## config.mk

```make
export PLATFORM = sky130hd
export DESIGN_NAME = spart_rx_fifo
export DESIGN_NICKNAME = d
export VERILOG_FILES = /design/src/rtl/spart_rx_fifo.sv
export SDC_FILE = /design/constraint.sdc
export NUM_CORES = 1
export LEC_CHECK = 0
export ABC_AREA = 1
export CAP_MARGIN = 15
export CORE_ASPECT_RATIO = 0.75
export CORE_UTILIZATION = 40
export DETAILED_ROUTE_END_ITERATION = 6
export PLACE_DENSITY = 0.63
export SYNTH_ARGS = -nofsm -noshare
export SYNTH_HDL_FRONTEND = slang
export SYNTH_SLANG_ARGS = --single-unit
```

## constraint.sdc

```tcl
create_clock -name clk -period 5.1 [get_ports clk]
set_input_delay 0.765 -clock clk [delete_from_list [all_inputs] [get_ports clk]]
set_output_delay 0.765 -clock clk [all_outputs]
set_load 0.02 [all_outputs]
```

## src/rtl/spart_rx_fifo.sv

```systemverilog
// rtl/spart_rx_fifo.sv - SPART receive byte FIFO (first-word fall-through)
//
// Purpose: captures one byte per rising edge of the SPART rda level and
// buffers it until the driver pops it. Reports occupancy, an almost-full
// watermark and a sticky overrun flag for bytes dropped while full.
//
// Ports:
//   clk, rst      - clock, synchronous active-high reset
//   rda_in        - SPART receive-data-available level (rising edge = new byte)
//   rx_data       - SPART receive byte, sampled in the push cycle
//   rd_en         - pop request, ignored while empty
//   clr_ovr       - single-cycle clear for the overrun flag
//   rd_data       - head byte, 0 when empty
//   empty, full, almost_full, count - occupancy status
//   overrun       - sticky: a byte arrived with no free slot
module spart_rx_fifo #(
    parameter int DEPTH    = 16,
    parameter int DATA_W   = 8,
    parameter int AF_LEVEL = 12
) (
    input  logic                     clk,
    input  logic                     rst,
    input  logic                     rda_in,
    input  logic [DATA_W-1:0]        rx_data,
    input  logic                     rd_en,
    input  logic                     clr_ovr,
    output logic [DATA_W-1:0]        rd_data,
    output logic                     empty,
    output logic                     full,
    output logic                     almost_full,
    output logic [$clog2(DEPTH):0]   count,
    output logic                     overrun
);

    localparam int PW = $clog2(DEPTH);
    localparam int CW = PW + 1;
    localparam logic [CW-1:0] DEPTH_CNT = CW'(DEPTH);
    localparam logic [CW-1:0] AF_CNT    = CW'(AF_LEVEL);

    logic [DATA_W-1:0] mem [DEPTH];

    logic [PW-1:0] wr_ptr_q, wr_ptr_d;
    logic [PW-1:0] rd_ptr_q, rd_ptr_d;
    logic [CW-1:0] count_q, count_d;
    logic          rda_d_q, rda_d_d;
    logic          overrun_q, overrun_d;

    logic push;
    logic pop;
    logic wr_en;

    assign empty       = (count_q == '0);
    assign full        = (count_q == DEPTH_CNT);
    assign almost_full = (count_q >= AF_CNT);
    assign count       = count_q;
    assign overrun     = overrun_q;
    assign rd_data     = empty ? '0 : mem[rd_ptr_q];

    always_comb begin
        push  = rda_in & ~rda_d_q;
        pop   = rd_en & ~empty;
        // When full, a simultaneous pop frees the slot the new byte lands in.
        wr_en = push & (~full | pop);

        rda_d_d   = rda_in;
        wr_ptr_d  = wr_ptr_q;
        rd_ptr_d  = rd_ptr_q;
        count_d   = count_q;
        overrun_d = overrun_q;

        if (wr_en) begin
            wr_ptr_d = wr_ptr_q + PW'(1);
        end
        if (pop) begin
            rd_ptr_d = rd_ptr_q + PW'(1);
        end

        case ({wr_en, pop})
            2'b10:   count_d = count_q + CW'(1);
            2'b01:   count_d = count_q - CW'(1);
            default: count_d = count_q;
        endcase

        // Set has priority over clear so a drop in the clear cycle is not lost.
        if (clr_ovr) begin
            overrun_d = 1'b0;
        end
        if (push && full && !pop) begin
            overrun_d = 1'b1;
        end
    end

    always_ff @(posedge clk) begin
        if (rst) begin
            wr_ptr_q  <= '0;
            rd_ptr_q  <= '0;
            count_q   <= '0;
            overrun_q <= 1'b0;
            // Track rda_in through reset so a level already high when reset
            // releases is not mistaken for a fresh byte.
            rda_d_q   <= rda_in;
        end else begin
            wr_ptr_q  <= wr_ptr_d;
            rd_ptr_q  <= rd_ptr_d;
            count_q   <= count_d;
            overrun_q <= overrun_d;
            rda_d_q   <= rda_d_d;
        end
    end

    // Storage is not reset; only the pointers define which slots are valid.
    always_ff @(posedge clk) begin
        if (!rst && wr_en) begin
            mem[wr_ptr_q] <= rx_data;
        end
    end

endmodule

```

==> results.md, run 1 <==
- DR vias: 4007
- Seq cells post-synth: 147
- Worst slew pin tran: 1.10 ns
- Yosys top cell area share: 0.641
- Clock skew after layout: 0.00711 ns
- Antenna cell count: 0
- Die Area: 15500 sq um
- GP Congestion: 0.815
- Worst Hold Class: reg -> reg
- Routed len/inst: 18.5 um
- Gr usage total: 0.195
- Final Routed Wirelength: 13.7 mm
- Count of final setup violators: 0
- ANT nets after route: 0
- CP arrival: 2.98 ns
- RSZ-0062 raised after global routing: no
- Cell with the most instances after synthesis: edfxtp_1
- Setup ws final: 1.35 ns
- Critical Path Sink Type: output pin
- VDD IR-drop max: 0.163 mV
- CTS root buf: clkbuf_16
- Final Cycle Share: 0.735
- DRT iter0 DRCs: 456
- Register area share after synthesis: 0.704
- DIE WIDTH: 143 um
- Synth Instances: 500
- Number of synthesized flops with an enable pin: 128
- Top-level I/O count: 30
- Vias in the first global route: 3759
- Die Y: 108 um
- Cts bufs inserted: 17
- DP HPWL: 8.53 mm
- Largest area contributor in the netlist: edfxtp_1
- Clock sink count: 147
- Worst-case clock buffer depth: 2
- Power Dens Cells: 469 nW/um^2
- Worst path required time: 4.34 ns
- Pre-CTS WS: 1.85 ns
- Net Count, Synth: 520
- Synth area leaders: edfxtp_1 (64%), dfxtp_1 (6.3%), nor2_1 (5.9%)
- CP Class: reg -> out
- Synth async-reset ratio: 0
- CTS Hold Bufs: 0
- Postcts setup bufs: 0
- Net count reported at finish: 548
- CTS H-tree lvls: 4
- Post-synth top flop: edfxtp_1
- Final Max Slew Viols: 0
- Max FO, Critical Path: 21
- Final setup TNS: 0 ns
- Worst stage delay on the critical path: 0.82 ns
- Slew HR: 0.265
- Core Region: 14500 sq um
- Critical path launch point type: register
- GRT overflow: 0
- Row cnt: 38
- Max frequency: 0.267 GHz
- Hold path depth: 2
- Syn Area/Cell: 12.0 sq um
- Initial antenna violation count: 0
- First-pass detailed-route iteration total: 5
- Cells on worst reg2reg path: 6
- Hold WS: 0.465 ns
- Synth warn: 0
- Status: complete, no violations
- Clock transition at the registers of the reported paths: 0.06 ns
- Clock latency on the worst-skew pair: 0.42 ns
- Worst path cell trace: buf_4, o21ai_0, o221ai_1, nand3_1, a21oi_1, clkdlybuf4s50_1
- Port bufs: 29
- Filler cells: 1285
- Synth top cells by count: edfxtp_1 (128), nor2_1 (95), o21ai_0 (67), nand2_1 (26), nand3_1 (26)
- Clock tree from TritonCTS: built
- Post-synth cell types: 27
- Largest net degree at the start of global routing: 65
- Residual DRC count: 0
- CTS resizes: 0
- Initial Utilization: 0.412
- Layout cell share with drive strength beyond 1: 0.0980
- Slowest cell on crit path: dfxtp_1
- Final hold vios: 0
- Area Overhead vs Synth: 17.3%
- Via density: 5.41
- Max Cap Viol: 0
- Lkg Pwr: 0.00237 uW
- First-pass GRT wire length: 21.7 mm
- Syn Std Cell Area: 6000 sq um
- Tmin final: 3.75 ns
-- layer usage --
| layer | wire length, um | up-vias | track usage |
|---|---|---|---|
| met2 | 6160 | 146 | 0.282 |
| met4 | 179 | 0 | 0.0653 |
| met5 | 0 | - | 0 |
| met3 | 772 | 16 | 0.0562 |
| met1 | 6580 | 1961 | 0.279 |
| li1 | - | 1884 | - |
-- cells in the final DEF (no fill, tap or decap), drive strengths merged, types with 4 or more instances in the layout --
cell type and instances:
o221ai 24, clkbuf 25, ha 7, nand4 5
o21ai 76, inv 32, nand3 28, buf 4
a21oi 19, clkdlybuf4s50 29, nand2 28, o22ai 8
edfxtp 128, clkinv 6, dfxtp 19, nor2 99
-- kinds of logic (layout without fill, tap and decap cells) --
family                     Yosys count  count (layout)  synth area share
xor gates and xnor gates             1               1           0.00146
AOI/OAI and AO/OA                  130             130             0.130
and+or+nand+nor                    160             160             0.113
adders and majority gates            7               7            0.0146
DFF                                147             147             0.704
buffers and inverters               55              96            0.0371
-- critical path: cells and delay by family, from the launching register on --
| family | cells | cell delay, ns |
|---|---|---|
| flip-flops | 1 | 0.82 |
| buffers and inverters | 2 | 0.98 |
| AND/OR/NAND/NOR | 1 | 0.11 |
| AO/OA/AOI/OAI | 3 | 0.65 |
-- cell type report --
| cell class | count | area, sq um | area share |
|---|---|---|---|
| timing repair buffer | 33 | 320 | 0.0455 |
| tap | 200 | 250 | 0.0356 |
| multi-input combinational | 298 | 1550 | 0.221 |
| clock inverter | 7 | 42.5 | 0.00605 |
| inverter | 31 | 116 | 0.0165 |
| clock buffer | 25 | 528 | 0.0750 |
| sequential | 147 | 4230 | 0.600 |
-- flip-flops by register name, summed over array words and instances (netlist names), named ones only --
| signal | cells |
|---|---|
| mem | 128 |
| overrun | 1 |
| rda_d_q | 1 |
| rd_ptr_q | 4 |
| wr_ptr_q | 4 |
| count | 5 |
-- power by group --
part | total (uW) | internal [uW] | switching (uW)
Clock | 1180 | 718 | 466
Sequential | 1380 | 1340 | 42.5
Combinational | 737 | 265 | 472
Total | 3300 | 2320 | 981
-- through the flow --
step / utilization / total power, uW / cell area (sq um) / std cells
after CTS: 0.484 / 3310 / 7040 / 741
after global placement: 0.444 / 2120 / 6470 / 709
after global routing: 0.484 / 3450 / 7040 / 741
after detailed placement: 0.444 / 2130 / 6470 / 709
final: 0.484 / 3300 / 7040 / 741
after floorplan: - / 1870 / 6000 / 500
-- path summary, 6_finish.rpt --
check,startpoint,end,slack [ns]
worst max-delay path,register,rd_data[4],1.35
worst min-delay path,overrun$_SDFFE_PP0P_,overrun$_SDFFE_PP0P_,0.47
worst min register to register,overrun$_SDFFE_PP0P_,overrun$_SDFFE_PP0P_,0.47
worst max register to register,count[0]$_SDFFE_PP0P_,mem[2][3]$_DFFE_PP_,2.74
No activity file was read; power rests on OpenSTA's default activity.
==> run 2: changes to the inputs <==
Settings changed: PLACE_DENSITY 0.63 to 0.65.
Clock period 5.1 ns to 3.25 ns, I/O delays scaled along.
==> results.md, run 2 (same netlist as run 1, synthesis figures left out) <==
- Layout cell share with drive strength beyond 1: 0.134 (+0.0357)
- Via density: 5.41 (about the same)
- Slew HR: 0.543 (+0.278)
- Port bufs: 29 (unchanged)
- Count of final setup violators: 0 (unchanged)
- Area Overhead vs Synth: 20.9%
- Clock tree from TritonCTS: built
- Final setup TNS: 0 ns (unchanged)
- Routed len/inst: 18.8 um (+1.7%)
- Postcts setup bufs: 0 (unchanged)
- ANT nets after route: 0 (unchanged)
- Core Region: 14500 sq um (unchanged)
- Cts bufs inserted: 17 (unchanged)
- Critical path launch point type: register
- Vias in the first global route: 3972 (+5.7%)
- Worst-case clock buffer depth: 2 (unchanged)
- Final Cycle Share: 0.952
- Final Power: 5360 uW (+62%)
- Power Dens Cells: 739 nW/um^2 (+58%)
- Initial Utilization: 0.412 (unchanged)
- Clock transition at the registers of the reported paths: 0.06 ns (about the same)
- Max FO, Critical Path: 33 (+57%)
- CTS root buf: clkbuf_16
- VDD IR-drop max: 0.388 mV (+140%)
- Clock latency on the worst-skew pair: 0.42 ns (about the same)
- CTS H-tree lvls: 4 (unchanged)
- CTS Hold Bufs: 0 (unchanged)
- DIE WIDTH: 143 um (unchanged)
- First-pass GRT wire length: 21.9 mm (+0.86%)
- Most frequent cells in the layout: edfxtp_1 (128), nor2_1 (95), o21ai_0 (67), clkdlybuf4s50_1 (29)
- Tmin final: 3.09 ns
- GRT overflow: 0 (unchanged)
- CTS resizes: 0 (unchanged)
- Antenna cell count: 0 (unchanged)
- Final hold vios: 0 (unchanged)
- Row cnt: 38 (unchanged)
- Gr usage total: 0.196 (+0.00118)
- Clock sink count: 147 (unchanged)
- Final Max Slew Viols: 0 (unchanged)
- Status: complete, no violations
- Worst slew pin tran: 0.684 ns (-0.415 ns)
- CP Class: reg -> out
- Net count reported at finish: 568 (+3.6%)
- Worst Hold Class: reg -> reg
- Top reg by flops: mem
- Worst R2R Setup Slack: 1.06 ns (-1.68 ns)
- Critical Path Sink Type: output pin
- DP HPWL: 8.92 mm (+4.7%)
- RSZ-0062 raised after global routing: no
- First-pass detailed-route iteration total: 5 (unchanged)
- Die Y: 108 um (unchanged)
- CP arrival: 2.61 ns (-0.37 ns)
- Most common cell after layout, fill and taps aside: edfxtp_1
- Worst path required time: 2.76 ns (-1.58 ns)
- Largest net degree at the start of global routing: 51 (-22%)
- Number of flip-flops in the largest register: 128 (unchanged)
- GP Congestion: 0.785 (-3.7%)
- DR vias: 4115 (+2.7%)
- Die Area: 15500 sq um (unchanged)
- Lkg Pwr: 0.00249 uW (+5.2%)
- Residual DRC count: 0 (unchanged)
- Top-level I/O count: 30 (unchanged)
- Max frequency: 0.323 GHz
- DRT iter0 DRCs: 447 (-2.0%)
- Final Routed Wirelength: 14.3 mm (+4.5%)
- Max Cap Viol: 0 (unchanged)
- Initial antenna violation count: 0 (unchanged)
- Clock skew after layout: 0.00738 ns (+0.000274 ns)
## run 2: per-stage QoR
step                       util  cells  cell area (sq um)  worst slack [ns]  hold slack (ns)
after global routing      0.499    761               7250            0.0227            0.506
after floorplan               -    500               6000              1.33            0.443
after detailed placement  0.457    729               6650             0.523            0.466
after CTS                 0.498    761               7250             0.141            0.477
final                     0.499    761               7250             0.156            0.469
after global placement    0.457    729               6650             0.581            0.451
## run 2: layer usage
| layer | global-route usage | share of wire | vias to the layer above |
|---|---|---|---|
| met2 | 0.299 | 0.45 | 180 |
| met3 | 0.0554 | 0.092 | 24 |
| met5 | 0 | 0 | - |
| met4 | 0.0729 | 0.019 | 0 |
| met1 | 0.266 | 0.44 | 1969 |
| li1 | - | - | 1942 |
## run 2: where the power goes
group | switching, uW | leakage (uW) | internal, uW | total, uW
sequential | 61.1 | 0.00131 | 2100 | 2160
combinational | 770 | 0.000894 | 462 | 1230
clock | 816 | 0.000290 | 1150 | 1970
total | 1650 | 0.00249 | 3710 | 5360
## run 2: final timing paths
path / from / end / cells past startpoint
setup reg to reg: count[0]$_SDFFE_PP0P_ / mem[14][6]$_DFFE_PP_ / 7
hold / removal: overrun$_SDFFE_PP0P_ / overrun$_SDFFE_PP0P_ / 2
hold reg to reg: overrun$_SDFFE_PP0P_ / overrun$_SDFFE_PP0P_ / 2
setup / recovery: register / rd_data[1] / 10
## run 2: layout make-up
class | instances | area, sq um
Fill cell | 1241 | 7290
Inverter | 31 | 116
Multi-Input combinational cell | 298 | 1550
Clock buffer | 17 | 425
Timing Repair Buffer | 53 | 508
Clock inverter | 15 | 173
Tap cell | 200 | 250
Sequential cell | 147 | 4230
## run 2: critical path: stages (launching register included)
cell and delay, ns:
dfxtp_1 0.29, buf_4 0.24, inv_2 0.13, buf_12 0.17, o21ai_0 0.10, o22ai_1 0.12
nor2_1 0.05, nor2_1 0.09, o21ai_1 0.10, a21oi_1 0.22, clkdlybuf4s50_1 0.66
